### src/rtl/clk_tick_pkg.sv
// Shared definitions for the multi-rate tick generator: the 2-bit mode
// encoding and a helper that says which modes advance the seconds counter.
package clk_tick_pkg;

  localparam logic [1:0] MODE_NORMAL = 2'b00;
  localparam logic [1:0] MODE_FAST   = 2'b01;
  localparam logic [1:0] MODE_HOLD   = 2'b10;
  localparam logic [1:0] MODE_STEP   = 2'b11;

  // NORMAL and FAST run the sub-second counter; HOLD and STEP freeze it.
  function automatic logic mode_runs_seconds(input logic [1:0] m);
    logic run;
    case (m)
      MODE_NORMAL: run = 1'b1;
      MODE_FAST:   run = 1'b1;
      MODE_HOLD:   run = 1'b0;
      MODE_STEP:   run = 1'b0;
      default:     run = 1'b0;
    endcase
    return run;
  endfunction

endpackage

### src/rtl/tick_prescaler.sv
// Modulo-MODULUS counter that advances when 'advance' is high and raises a
// one-cycle terminal-count pulse on the advance that wraps it back to zero.
module tick_prescaler #(
  parameter int unsigned MODULUS = 10
) (
  input  logic clk_100MHz,
  input  logic reset,
  input  logic clear,
  input  logic advance,
  output logic tc
);

  localparam int unsigned     CNT_W    = (MODULUS > 1) ? $clog2(MODULUS) : 1;
  localparam logic [CNT_W-1:0] CNT_LAST = CNT_W'(MODULUS - 1);
  localparam logic [CNT_W-1:0] CNT_ZERO = {CNT_W{1'b0}};
  localparam logic [CNT_W-1:0] CNT_ONE  = CNT_W'(1);

  logic [CNT_W-1:0] count_r;

  // Clear suppresses the pulse in the same cycle so it always wins.
  assign tc = advance & ~clear & (count_r == CNT_LAST);

  // Wrapping count; frozen whenever advance is low.
  always_ff @(posedge clk_100MHz or posedge reset) begin
    if (reset) begin
      count_r <= CNT_ZERO;
    end else if (clear) begin
      count_r <= CNT_ZERO;
    end else if (advance) begin
      count_r <= (count_r == CNT_LAST) ? CNT_ZERO : (count_r + CNT_ONE);
    end
  end

endmodule

### src/rtl/multi_rate_tick_gen.sv
// Multi-rate tick generator: display-scan tick, blink square wave and a
// seconds tick/square wave whose rate depends on the selected mode.
module multi_rate_tick_gen
  import clk_tick_pkg::*;
#(
  parameter int unsigned CLK_HZ      = 100_000_000,
  parameter int unsigned SCAN_HZ     = 1000,
  parameter int unsigned BLINK_HZ    = 2,
  parameter int unsigned FAST_FACTOR = 100
) (
  input  logic       clk_100MHz,
  input  logic       reset,
  input  logic       enable,
  input  logic       clear,
  input  logic [1:0] mode,
  input  logic       step,
  output logic       tick_scan,
  output logic       tick_1hz,
  output logic       clk_1hz,
  output logic       blink
);

  // The divisions below are exact only when CLK_HZ is a multiple of SCAN_HZ
  // and SCAN_HZ is a multiple of both 2*BLINK_HZ and FAST_FACTOR.
  localparam int unsigned N_SCAN      = CLK_HZ / SCAN_HZ;
  localparam int unsigned N_BLINK     = SCAN_HZ / (2 * BLINK_HZ);
  localparam int unsigned WRAP_NORMAL = SCAN_HZ;
  localparam int unsigned WRAP_FAST   = SCAN_HZ / FAST_FACTOR;
  localparam int unsigned SUB_W       = (WRAP_NORMAL > 1) ? $clog2(WRAP_NORMAL) : 1;

  localparam logic [SUB_W-1:0] SUB_ZERO    = {SUB_W{1'b0}};
  localparam logic [SUB_W-1:0] SUB_ONE     = SUB_W'(1);
  localparam logic [SUB_W-1:0] LAST_NORMAL = SUB_W'(WRAP_NORMAL - 1);
  localparam logic [SUB_W-1:0] LAST_FAST   = SUB_W'(WRAP_FAST - 1);
  localparam logic [SUB_W-1:0] HALF_NORMAL = SUB_W'(WRAP_NORMAL / 2);
  localparam logic [SUB_W-1:0] HALF_FAST   = SUB_W'(WRAP_FAST / 2);

  logic             tick_scan_s;
  logic             blink_tc_s;
  logic             run_sec_s;
  logic             mode_chg_s;
  logic             sec_tc_s;
  logic             step_rise_s;
  logic             tick_1hz_s;
  logic [SUB_W-1:0] wrap_last_s;
  logic [SUB_W-1:0] half_s;

  logic [SUB_W-1:0] sub_cnt_r;
  logic [1:0]       mode_d_r;
  logic             step_d_r;
  logic             step_tick_r;
  logic             clk_1hz_r;
  logic             blink_r;

  // Scan divider runs on every enabled clock regardless of mode.
  tick_prescaler #(
    .MODULUS (N_SCAN)
  ) u_scan_div (
    .clk_100MHz (clk_100MHz),
    .reset      (reset),
    .clear      (clear),
    .advance    (enable),
    .tc         (tick_scan_s)
  );

  // Blink divider counts scan ticks; its terminal count toggles blink.
  tick_prescaler #(
    .MODULUS (N_BLINK)
  ) u_blink_div (
    .clk_100MHz (clk_100MHz),
    .reset      (reset),
    .clear      (clear),
    .advance    (tick_scan_s),
    .tc         (blink_tc_s)
  );

  assign run_sec_s   = mode_runs_seconds(mode);
  assign mode_chg_s  = (mode != mode_d_r);
  assign sec_tc_s    = run_sec_s & tick_scan_s & (sub_cnt_r == wrap_last_s);
  assign step_rise_s = step & ~step_d_r;

  // Select the seconds modulus and the clk_1hz half-period threshold for the mode.
  always_comb begin
    wrap_last_s = LAST_NORMAL;
    half_s      = HALF_NORMAL;
    case (mode)
      MODE_FAST: begin
        wrap_last_s = LAST_FAST;
        half_s      = HALF_FAST;
      end
      default: begin
        wrap_last_s = LAST_NORMAL;
        half_s      = HALF_NORMAL;
      end
    endcase
  end

  // Seconds pulse: terminal count in NORMAL/FAST, pending step edge in STEP;
  // suppressed by clear, disable, or a mode change this cycle.
  always_comb begin
    tick_1hz_s = 1'b0;
    if (clear || !enable || mode_chg_s) begin
      tick_1hz_s = 1'b0;
    end else if (mode == MODE_STEP) begin
      tick_1hz_s = step_tick_r;
    end else begin
      tick_1hz_s = sec_tc_s;
    end
  end

  // Remember the mode seen at the previous edge to detect mode changes.
  always_ff @(posedge clk_100MHz or posedge reset) begin
    if (reset) begin
      mode_d_r <= MODE_NORMAL;
    end else begin
      mode_d_r <= mode;
    end
  end

  // Sub-second counter: restarts on clear or mode change, advances on scan ticks.
  always_ff @(posedge clk_100MHz or posedge reset) begin
    if (reset) begin
      sub_cnt_r <= SUB_ZERO;
    end else if (clear || mode_chg_s) begin
      sub_cnt_r <= SUB_ZERO;
    end else if (enable && run_sec_s && tick_scan_s) begin
      sub_cnt_r <= (sub_cnt_r == wrap_last_s) ? SUB_ZERO : (sub_cnt_r + SUB_ONE);
    end
  end

  // Step edge detector and the one-cycle pending step tick it produces.
  always_ff @(posedge clk_100MHz or posedge reset) begin
    if (reset) begin
      step_d_r    <= 1'b0;
      step_tick_r <= 1'b0;
    end else if (clear) begin
      step_d_r    <= 1'b0;
      step_tick_r <= 1'b0;
    end else begin
      step_d_r    <= step;
      step_tick_r <= enable & (mode == MODE_STEP) & step_rise_s;
    end
  end

  // clk_1hz follows the counter one cycle late; holds when not running.
  always_ff @(posedge clk_100MHz or posedge reset) begin
    if (reset) begin
      clk_1hz_r <= 1'b0;
    end else if (clear) begin
      clk_1hz_r <= 1'b0;
    end else if (enable && run_sec_s) begin
      clk_1hz_r <= (sub_cnt_r >= half_s);
    end
  end

  // Blink square wave toggles at each blink-divider terminal count.
  always_ff @(posedge clk_100MHz or posedge reset) begin
    if (reset) begin
      blink_r <= 1'b0;
    end else if (clear) begin
      blink_r <= 1'b0;
    end else if (blink_tc_s) begin
      blink_r <= ~blink_r;
    end
  end

  assign tick_scan = tick_scan_s;
  assign tick_1hz  = tick_1hz_s;
  assign clk_1hz   = clk_1hz_r;
  assign blink     = blink_r;

endmodule

### config.mk
export PLATFORM = sky130hd
export DESIGN_NAME = multi_rate_tick_gen
export DESIGN_NICKNAME = d
export VERILOG_FILES = /design/src/rtl/clk_tick_pkg.sv /design/src/rtl/tick_prescaler.sv /design/src/rtl/multi_rate_tick_gen.sv
export SDC_FILE = /design/constraint.sdc
export NUM_CORES = 1
export LEC_CHECK = 0
export CAP_MARGIN = 40
export CORE_MARGIN = 2
export CORE_UTILIZATION = 54
export DETAILED_ROUTE_END_ITERATION = 10
export GPL_TIMING_DRIVEN = 0
export PLACE_DENSITY_LB_ADDON = 0.2
export SETUP_SLACK_MARGIN = 0.05
export SLEW_MARGIN = 20
export SYNTH_ARGS = -nofsm -noshare
export SYNTH_HDL_FRONTEND = slang
export SYNTH_SLANG_ARGS = --single-unit
### constraint.sdc
create_clock -name clk_100MHz -period 2 [get_ports clk_100MHz]
set_input_delay 0.4 -clock clk_100MHz [delete_from_list [all_inputs] [get_ports clk_100MHz]]
set_output_delay 0.4 -clock clk_100MHz [all_outputs]
set_load 0.02 [all_outputs]
==> run_summary.xml, run 1 <==
<?xml version="1.0" encoding="UTF-8"?>
<metrics>
  <group name="worst_hold_path">
    <metric name="holdPathStages" unit="">1</metric>
    <metric name="holdCritPathClass" unit="">in2reg</metric>
  </group>
  <group name="clock_tree">
    <metric name="tritoncts_clock_tree" unit="">yes</metric>
    <metric name="worst_skew_pair.late_latency" unit="ps">300</metric>
    <metric name="worst_setup_hold_path_clk_slew" unit="ps">80</metric>
    <metric name="htree_depth" unit="">2</metric>
    <metric name="clock-sinks" unit="">41</metric>
    <metric name="clock_tree.root_cell" unit="">clkbuf_8</metric>
    <metric name="max-clock-path-buffers" unit="">2</metric>
    <metric name="cts_hold_buf" unit="">0</metric>
    <metric name="cts_made_buffers" unit="">5</metric>
  </group>
  <group name="power_and_ir_drop">
    <metric name="pleak" unit="nW">1.23</metric>
    <metric name="power.share.clock" unit="">0.363</metric>
    <metric name="switching_power" unit="W">0.000384</metric>
    <metric name="power" unit="W">0.00154</metric>
    <metric name="cell_internal_pwr" unit="W">0.00116</metric>
    <metric name="sequential_fraction_of_design_power" unit="">0.547</metric>
    <metric name="vdd_ir_drop_max" unit="V">0.000459</metric>
    <metric name="power.combinational.fraction" unit="">0.090</metric>
    <metric name="power-per-cell-area" unit="nW/um^2">503</metric>
    <metric name="switching_share" unit="">0.249</metric>
  </group>
  <group name="detailed_routing">
    <metric name="drc" unit="">0</metric>
    <metric name="vias_per_cell" unit="">6.17</metric>
    <metric name="post_drt_wl_per_cell" unit="um">17.0</metric>
    <metric name="route.vias.total" unit="">2216</metric>
    <metric name="dr.max_layer_used" unit="">met4</metric>
    <metric name="number_of_antenna_violating_nets_in_the_routed_design" unit="">0</metric>
    <metric name="wl" unit="mm">6.09</metric>
    <metric name="detailroute.wirelength.met2" unit="mm">2.98</metric>
    <metric name="first_pass_iters" unit="">4</metric>
    <metric name="met3_length" unit="um">232</metric>
    <metric name="wirelength_met1" unit="mm">2.80</metric>
    <metric name="drt-initial-drc-count" unit="">148</metric>
  </group>
  <group name="yosys">
    <metric name="number_of_enable_type_register_cells_in_the_synthesized_netlist" unit="">0</metric>
    <metric name="ys_async_sr_fraction" unit="">1.00</metric>
    <metric name="gate_count_after_technology_mapping" unit="">271</metric>
    <metric name="synth_top_cells_by_count" unit="">41 x dfrtp_1, 29 x nand2_1, 20 x nor2_1, 19 x o21ai_0, 18 x nand3_1</metric>
    <metric name="postSynth.topFlopCell" unit="">dfrtp_1</metric>
    <metric name="synthesis.area" unit="sq um">2440</metric>
    <metric name="synth.avg_cell_area" unit="sq um">9.01</metric>
    <metric name="post-synth-top-area-fraction" unit="">0.420</metric>
    <metric name="number_of_nets_produced_by_synthesis" unit="">283</metric>
    <metric name="synthMostInstantiatedCell" unit="">dfrtp_1</metric>
    <metric name="ys_ff_latch" unit="">41</metric>
    <metric name="synth.lib_cells_used.distinct" unit="">55</metric>
    <metric name="netlist_top_cells_area" unit="">dfrtp_1 42%, nand2_1 4.5%, o21ai_0 3.9%</metric>
    <metric name="number_of_warnings_reported_in_the_yosys_synthesis_log" unit="">0</metric>
    <metric name="synth.yosys.seq_area_share" unit="">0.420</metric>
    <metric name="largest_area_contributor_in_the_synthesized_netlist" unit="">dfrtp_1</metric>
  </group>
  <group name="die">
    <metric name="rows" unit="">24</metric>
    <metric name="die_area" unit="sq um">5070</metric>
    <metric name="initial_core_util" unit="">0.561</metric>
    <metric name="dieWidth" unit="um">71.2</metric>
    <metric name="die_y" unit="um">71.2</metric>
    <metric name="fp.coreArea" unit="sq um">4350</metric>
    <metric name="design.portCount" unit="">11</metric>
  </group>
  <group name="layout">
    <metric name="finalNetCount" unit="">319</metric>
    <metric name="layout-area-overhead-vs-synth" unit="%">25.8</metric>
    <metric name="final_layout_size_suffix_gt1_frac" unit="">0.257</metric>
    <metric name="finalCoreUtilization" unit="">0.705</metric>
    <metric name="ant_cells" unit="">0</metric>
  </group>
  <group name="critical_path">
    <metric name="worst_setup_end_kind" unit="">primary output</metric>
    <metric name="worst-endpoint-required" unit="ps">1600</metric>
    <metric name="worst-path-max-fanout" unit="">4</metric>
    <metric name="arrival" unit="ps">2110</metric>
    <metric name="path_class" unit="">reg2out</metric>
    <metric name="startpoint_type" unit="">flip-flop</metric>
    <metric name="worst_r2r_path_depth" unit="">9</metric>
  </group>
  <group name="placed_design">
    <metric name="dpl_worst_slack" unit="ps">-1460</metric>
    <metric name="dpl.hpwl" unit="mm">3.85</metric>
    <metric name="number_of_input_and_output_port_buffers_inserted" unit="">9</metric>
    <metric name="routability_congestion_estimate" unit="">0.861</metric>
  </group>
  <group name="timing">
    <metric name="final_cycle_share" unit="">1.26</metric>
    <metric name="rsz0062_at_grt" unit="">true</metric>
    <metric name="drv_slew" unit="">0</metric>
    <metric name="timing.fmax" unit="MHz">398</metric>
    <metric name="hold_viol" unit="">0</metric>
    <metric name="worst_clock_skew" unit="ps">9.50</metric>
    <metric name="hold_ws" unit="ps">313</metric>
    <metric name="timing.setup.tns" unit="ps">-1000</metric>
    <metric name="final.setup.worst_slack" unit="ps">-512</metric>
    <metric name="timing.final.crit_period" unit="ps">2510</metric>
    <metric name="report.final.setup_viol" unit="">6</metric>
    <metric name="tightestPinTransition" unit="ps">590</metric>
    <metric name="slew-limit-headroom" unit="">0.607</metric>
  </group>
  <group name="grt">
    <metric name="grt_remaining_overflow" unit="">0</metric>
    <metric name="grt_pass1_vias" unit="">2190</metric>
    <metric name="grt_antenna_before_repair" unit="">0</metric>
    <metric name="wire_length_of_the_first_global_routing_pass" unit="mm">10.1</metric>
    <metric name="grt_max_degree" unit="">25</metric>
    <metric name="grt_util_all_layers" unit="">0.249</metric>
  </group>
  <group name="run_status">
    <metric name="failed_checks" unit="">negative setup slack</metric>
    <metric name="run_status" unit="">finished, violations left</metric>
  </group>
  <group name="run">
    <metric name="cap_violations" unit="">0</metric>
  </group>
</metrics>
==> placed cells by master (no fill, tap or decap), types with 2 or more instances in the layout <==
master            n
a2111oi_0         2
a21oi_1           8
a21oi_2           3
a31oi_1           4
a32o_1            5
and3_1            5
and4bb_2          2
buf_4            16
buf_6             8
clkbuf_1          4
clkbuf_2          2
clkbuf_8          7
clkdlybuf4s50_1   5
dfrtp_1          40
ha_1              4
inv_1             8
mux2i_1           2
nand2_1          27
nand2b_1          3
nand3_1          17
nand3b_1          2
nand4_1           9
nor2_1           20
nor2b_1           2
nor3_1            2
nor3_2            2
nor3_4            2
nor3b_1           4
nor4_1            5
nor4_2            2
o21a_1            2
o21ai_0          13
o21ai_1           6
o31ai_4           3
or2_2             4
or3_1             6
or3_4             2
xnor2_1           4
xor2_1            7
==> sequential cells by signal (all words and copies together), names as in the netlist <==
| register | cells |
|---|---|
| u_blink_div.count_r | 8 |
| clk_1hz | 1 |
| u_scan_div.count_r | 17 |
| step_d_r | 1 |
| mode_d_r | 2 |
| blink | 1 |
| step_tick_r | 1 |
| sub_cnt_r | 10 |
==> through the flow <==
step                      std cells  cell area, sq um
final                           359              3070
after global routing            359              3070
after CTS                       350              2900
after detailed placement        333              2640
after global placement          332              2620
after floorplan                 271              2470
==> repair_timing <==
| action | 4_1_cts | 5_1_grt |
|---|---|---|
| pin swaps | 9 | 13 |
| buffers inserted | 11 | 15 |
| gates resized for setup | 38 | 34 |
| endpoints found under the setup margin | 26 | 32 |
==> critical path: stages (launching register included) <==
cell and delay, ps:
dfrtp_1 390, ha_2 200, and4_1 180, clkbuf_8 140
and4_4 250, nand2_4 80, clkinv_4 70, nand3b_1 110
a211oi_4 260, buf_6 150
==> worst paths after layout <==
path	startpoint	endpoint	slack (ps)
setup / recovery	u_scan_div.count_r[0]$_DFFE_PP0P_	tick_1hz	-510
setup reg to reg	u_scan_div.count_r[0]$_DFFE_PP0P_	sub_cnt_r[6]$_DFFE_PP0P_	-110
max in group asynchronous	reset	u_scan_div.count_r[12]$_DFFE_PP0P_	1130
hold / removal	mode[0]	mode_d_r[0]$_DFF_PP0_	310
hold reg to reg	u_blink_div.count_r[7]$_DFFE_PP0P_	u_blink_div.count_r[7]$_DFFE_PP0P_	480
min in group asynchronous	reset	sub_cnt_r[8]$_DFFE_PP0P_	400
==> area by class of cell <==
cell class	count	area, sq um
Clock inverter	1	7.51
Multi-Input combinational cell	210	1510
Tap cell	52	65.1
Inverter	10	42.5
Sequential cell	41	1030
Fill cell	315	1280
Buffer	8	58.8
Clock buffer	6	82.6
Timing Repair Buffer	31	283
==> power by group through the flow <==
stage	combinational, W	sequential (W)	clock (W)
floorplan	0.0000762	0.000861	0
global placement	0.000116	0.000861	0
detailed placement	0.000122	0.000862	0
CTS	0.000125	0.000845	0.000572
global route	0.000154	0.000845	0.000605
finish	0.000138	0.000845	0.000561
==> kinds of logic after synthesis <==
family,count (synthesis),synth area share
simple gates,132,0.300
buf+inv,20,0.0364
xor+xnor,11,0.0395
mux,3,0.0128
compound gates,59,0.166
flops,41,0.420
fa+ha+maj,5,0.0256
==> layer usage <==
metal	track usage	up-vias
met4	0.0776	0
met2	0.406	60
met3	0.0436	10
met5	0	-
li1	-	1073
met1	0.339	1073
Note: power is estimated with default switching activity, not from simulation.
==> run 2, diff against run 1 <==
--- a/config.mk
+++ b/config.mk
@@ -5,9 +5,10 @@
 export SDC_FILE = /design/constraint.sdc
 export NUM_CORES = 1
 export LEC_CHECK = 0
+export ABC_AREA = 1
 export CAP_MARGIN = 40
 export CORE_MARGIN = 2
-export CORE_UTILIZATION = 54
+export CORE_UTILIZATION = 55
 export DETAILED_ROUTE_END_ITERATION = 10
 export GPL_TIMING_DRIVEN = 0
 export PLACE_DENSITY_LB_ADDON = 0.2
==> run_summary.xml, run 2 <==
<?xml version="1.0" encoding="UTF-8"?>
<metrics>
  <group name="run_status">
    <metric name="run_status" unit="">finished, violations left</metric>
    <metric name="failed_checks" unit="">negative setup slack</metric>
  </group>
  <group name="timing">
    <metric name="report.final.setup_viol" unit="">1</metric>
    <metric name="timing.fmax" unit="MHz">472</metric>
    <metric name="timing.final.crit_period" unit="ps">2120</metric>
    <metric name="final_cycle_share" unit="">1.06</metric>
    <metric name="timing.setup.tns" unit="ps">-119</metric>
    <metric name="final.setup.worst_slack" unit="ps">-119</metric>
    <metric name="slew-limit-headroom" unit="">0.700</metric>
    <metric name="rsz0062_at_grt" unit="">true</metric>
    <metric name="tightestPinTransition" unit="ps">447</metric>
    <metric name="hold_viol" unit="">0</metric>
    <metric name="drv_slew" unit="">0</metric>
    <metric name="worst_clock_skew" unit="ps">10.9</metric>
  </group>
  <group name="clock_tree">
    <metric name="clock-sinks" unit="">41</metric>
    <metric name="htree_depth" unit="">2</metric>
    <metric name="worst_setup_hold_path_clk_slew" unit="ps">90</metric>
    <metric name="tritoncts_clock_tree" unit="">yes</metric>
    <metric name="worst_skew_pair.late_latency" unit="ps">300</metric>
    <metric name="max-clock-path-buffers" unit="">2</metric>
    <metric name="cts_made_buffers" unit="">5</metric>
    <metric name="cts_hold_buf" unit="">0</metric>
    <metric name="clock_tree.root_cell" unit="">clkbuf_8</metric>
  </group>
  <group name="placed_design">
    <metric name="dpl_worst_slack" unit="ps">-926</metric>
    <metric name="number_of_input_and_output_port_buffers_inserted" unit="">9</metric>
    <metric name="dpl.hpwl" unit="mm">4.19</metric>
    <metric name="routability_congestion_estimate" unit="">0.898</metric>
  </group>
  <group name="yosys">
    <metric name="post-synth-top-area-fraction" unit="">0.377</metric>
    <metric name="number_of_nets_produced_by_synthesis" unit="">377</metric>
    <metric name="ys_ff_latch" unit="">41</metric>
    <metric name="postSynth.topFlopCell" unit="">dfrtp_1</metric>
    <metric name="synthMostInstantiatedCell" unit="">nand2_1</metric>
    <metric name="netlist_top_cells_area" unit="">dfrtp_1 38%, nand2_1 13%, nand3_1 7.7%</metric>
    <metric name="largest_area_contributor_in_the_synthesized_netlist" unit="">dfrtp_1</metric>
    <metric name="synth.yosys.seq_area_share" unit="">0.377</metric>
    <metric name="number_of_enable_type_register_cells_in_the_synthesized_netlist" unit="">0</metric>
    <metric name="ys_async_sr_fraction" unit="">1.00</metric>
    <metric name="synthesis.area" unit="sq um">2720</metric>
    <metric name="gate_count_after_technology_mapping" unit="">365</metric>
    <metric name="synth.lib_cells_used.distinct" unit="">41</metric>
    <metric name="synth_top_cells_by_count" unit="">97 x nand2_1, 42 x inv_1, 42 x nand3_1, 41 x dfrtp_1, 28 x nor2_1</metric>
    <metric name="number_of_warnings_reported_in_the_yosys_synthesis_log" unit="">0</metric>
    <metric name="synth.avg_cell_area" unit="sq um">7.46</metric>
  </group>
  <group name="detailed_routing">
    <metric name="vias_per_cell" unit="">5.22</metric>
    <metric name="drc" unit="">0</metric>
    <metric name="first_pass_iters" unit="">5</metric>
    <metric name="drt-initial-drc-count" unit="">176</metric>
    <metric name="route.vias.total" unit="">2491</metric>
    <metric name="post_drt_wl_per_cell" unit="um">12.8</metric>
    <metric name="wl" unit="mm">6.12</metric>
    <metric name="number_of_antenna_violating_nets_in_the_routed_design" unit="">0</metric>
  </group>
  <group name="power_and_ir_drop">
    <metric name="sequential_fraction_of_design_power" unit="">0.526</metric>
    <metric name="power" unit="W">0.00160</metric>
    <metric name="pleak" unit="nW">1.52</metric>
    <metric name="vdd_ir_drop_max" unit="V">0.000384</metric>
    <metric name="power.share.clock" unit="">0.363</metric>
    <metric name="switching_power" unit="W">0.000412</metric>
    <metric name="power-per-cell-area" unit="nW/um^2">490</metric>
    <metric name="switching_share" unit="">0.258</metric>
    <metric name="power.combinational.fraction" unit="">0.110</metric>
    <metric name="cell_internal_pwr" unit="W">0.00118</metric>
  </group>
  <group name="critical_path">
    <metric name="worst_r2r_path_depth" unit="">11</metric>
    <metric name="crit_path_max_incr_delay" unit="ps">370</metric>
    <metric name="worst_path_cell_with_the_longest_stage_delay" unit="">dfrtp_1</metric>
    <metric name="worst_setup_end_kind" unit="">primary output</metric>
    <metric name="cp_common_cell" unit="">nand2_2</metric>
    <metric name="startpoint_type" unit="">flip-flop</metric>
    <metric name="worst-path-max-fanout" unit="">3</metric>
    <metric name="r2r_slack" unit="ps">340</metric>
    <metric name="worst_path_dominant_cell_family" unit="">simple AND/OR/NAND/NOR gates</metric>
    <metric name="path_cells" unit="">ha_2 &gt; nand2_2 &gt; inv_2 &gt; nand2_4 &gt; nor2_4 &gt; nand3_4 &gt; nor2_8 &gt; nand2_2 &gt; a21oi_2 &gt; buf_6</metric>
    <metric name="worst-endpoint-required" unit="ps">1600</metric>
    <metric name="timing.rr.end" unit="">u_scan_div.count_r[14]$_DFFE_PP0P_</metric>
    <metric name="worst_r2r_startpoint" unit="">u_scan_div.count_r[1]$_DFFE_PP0P_</metric>
    <metric name="arrival" unit="ps">1720</metric>
    <metric name="path_class" unit="">reg2out</metric>
    <metric name="worst-path-buf-inv" unit="">2</metric>
  </group>
  <group name="grt">
    <metric name="wire_length_of_the_first_global_routing_pass" unit="mm">10.5</metric>
    <metric name="grt_antenna_before_repair" unit="">0</metric>
    <metric name="grt_util_all_layers" unit="">0.244</metric>
    <metric name="grt_pass1_vias" unit="">2317</metric>
    <metric name="grt_remaining_overflow" unit="">0</metric>
    <metric name="grt_max_degree" unit="">30</metric>
  </group>
  <group name="worst_hold_path">
    <metric name="holdPathStages" unit="">1</metric>
    <metric name="launch_point_of_the_worst_hold_path" unit="">mode[0]</metric>
    <metric name="holdCritPathClass" unit="">in2reg</metric>
    <metric name="min_to" unit="">mode_d_r[0]$_DFF_PP0_</metric>
  </group>
  <group name="layout">
    <metric name="layout-area-overhead-vs-synth" unit="%">19.5</metric>
    <metric name="nFillCells" unit="">414</metric>
    <metric name="final_layout_size_suffix_gt1_frac" unit="">0.210</metric>
    <metric name="largest_reg_flops" unit="">17</metric>
    <metric name="largest_regs" unit="">u_scan_div.count_r x17, sub_cnt_r x10, u_blink_div.count_r x8</metric>
    <metric name="ant_cells" unit="">0</metric>
    <metric name="mostFrequentLayoutCells" unit="">94 x nand2_1, 41 x inv_1, 40 x nand3_1</metric>
    <metric name="layout.cells.most_common" unit="">nand2_1</metric>
    <metric name="finalCoreUtilization" unit="">0.685</metric>
    <metric name="register_with_the_highest_flop_count" unit="">u_scan_div.count_r</metric>
    <metric name="finalNetCount" unit="">421</metric>
  </group>
  <group name="die">
    <metric name="fp.coreArea" unit="sq um">4750</metric>
    <metric name="die_y" unit="um">74.4</metric>
    <metric name="die_area" unit="sq um">5530</metric>
    <metric name="initial_core_util" unit="">0.573</metric>
    <metric name="rows" unit="">25</metric>
    <metric name="design.portCount" unit="">11</metric>
    <metric name="dieWidth" unit="um">74.4</metric>
  </group>
  <group name="run">
    <metric name="cap_violations" unit="">0</metric>
  </group>
</metrics>
-- run 2: cell count changes in the layout (fill, tap and decap cells not counted), moves of 5 or more --
cell     previous run  this run
a32o_1              5         0
nand2_1            27        94
nand2_2             1         8
inv_1               8        41
o22ai_1             0         6
nor2_1             20        28
or3_1               6         0
buf_4              16        26
and3_1              5         0
nand3_1            17        40
nor2_4              0         6
-- run 2: cell type report --
type,count,area (sq um),area share
multi-input combinational,270,1500,0.461
sequential,41,1030,0.316
timing repair buffer,36,307,0.0942
inverter,51,205,0.0630
tap,67,83.8,0.0257
clock buffer,6,82.6,0.0254
buffer,4,32.5,0.00999
clock inverter,2,13.8,0.00423
-- run 2: logic make-up after synthesis --
kind of cell,synth area share
compound gates,0.0919
xor+xnor,0.0482
fa+ha+maj,0.0230
buf+inv,0.0854
flops,0.377
simple gates,0.375
-- run 2: through the flow --
step	hold WS, ps	cells	area (sq um)
floorplan	383	365	2720
global placement	397	441	2900
detailed placement	392	442	2920
CTS	363	472	3200
global route	355	477	3260
finish	351	477	3260
-- run 2: worst max path at each step --
stage | startpoint | end | slack, ps | cells after the start
3_5_place_dp | mode[1] | tick_1hz | -930 | 10
6_report | u_scan_div.count_r[1]$_DFFE_PP0P_ | tick_1hz | -120 | 10
5_1_grt | u_scan_div.count_r[0]$_DFFE_PP0P_ | tick_1hz | -240 | 10
4_1_cts | u_scan_div.count_r[1]$_DFFE_PP0P_ | tick_1hz | -100 | 10
3_3_place_gp | mode[1] | tick_1hz | -910 | 10
2_1_floorplan | u_scan_div.count_r[0]$_DFFE_PP0P_ | tick_1hz | 160 | 9
-- run 2: metal layers --
layer,GRT usage,share of wire,vias to the layer above
li1,-,-,1279
met1,0.321,0.46,1164
met2,0.422,0.50,43
met3,0.0379,0.032,5
met4,0.0635,0.010,0
met5,0,0,-
-- run 2: power by group through the flow --
stage	clock network [W]	registers [W]	logic [W]
5_1_grt	0.000634	0.000841	0.000194
4_1_cts	0.000596	0.000840	0.000170
6_report	0.000580	0.000840	0.000176
3_5_place_dp	0	0.000857	0.000142
3_3_place_gp	0	0.000857	0.000135
2_1_floorplan	0	0.000858	0.0000952
-- run 2: what timing repair did --
action                     in CTS  in global routing
gates resized for setup        20                 10
pin swaps                      10                 10
hold endpoints to repair        0                  0
buffers inserted               21                  5
setup endpoints to repair       2                  2
gates cloned                    1                  0
-- run 2: worst register-to-register path, cell delays in order (launching register included) --
cell	delay, ps
dfrtp_1	370
ha_2	190
nand2_2	60
inv_2	80
nand2_4	60
buf_4	140
nor2_2	110
nand3_1	180
inv_1	140
a21oi_1	80
nand2_1	60
o21ai_0	70
==> run 3, diff against run 2 <==
--- a/config.mk
+++ b/config.mk
@@ -6,6 +6,7 @@
 export NUM_CORES = 1
 export LEC_CHECK = 0
 export ABC_AREA = 1
+export ABC_CLOCK_PERIOD_IN_PS = 2000
 export CAP_MARGIN = 40
 export CORE_MARGIN = 2
 export CORE_UTILIZATION = 55
==> results of run 3 <==
No change in the layout: final DEF, timing and power equal those of run 2.
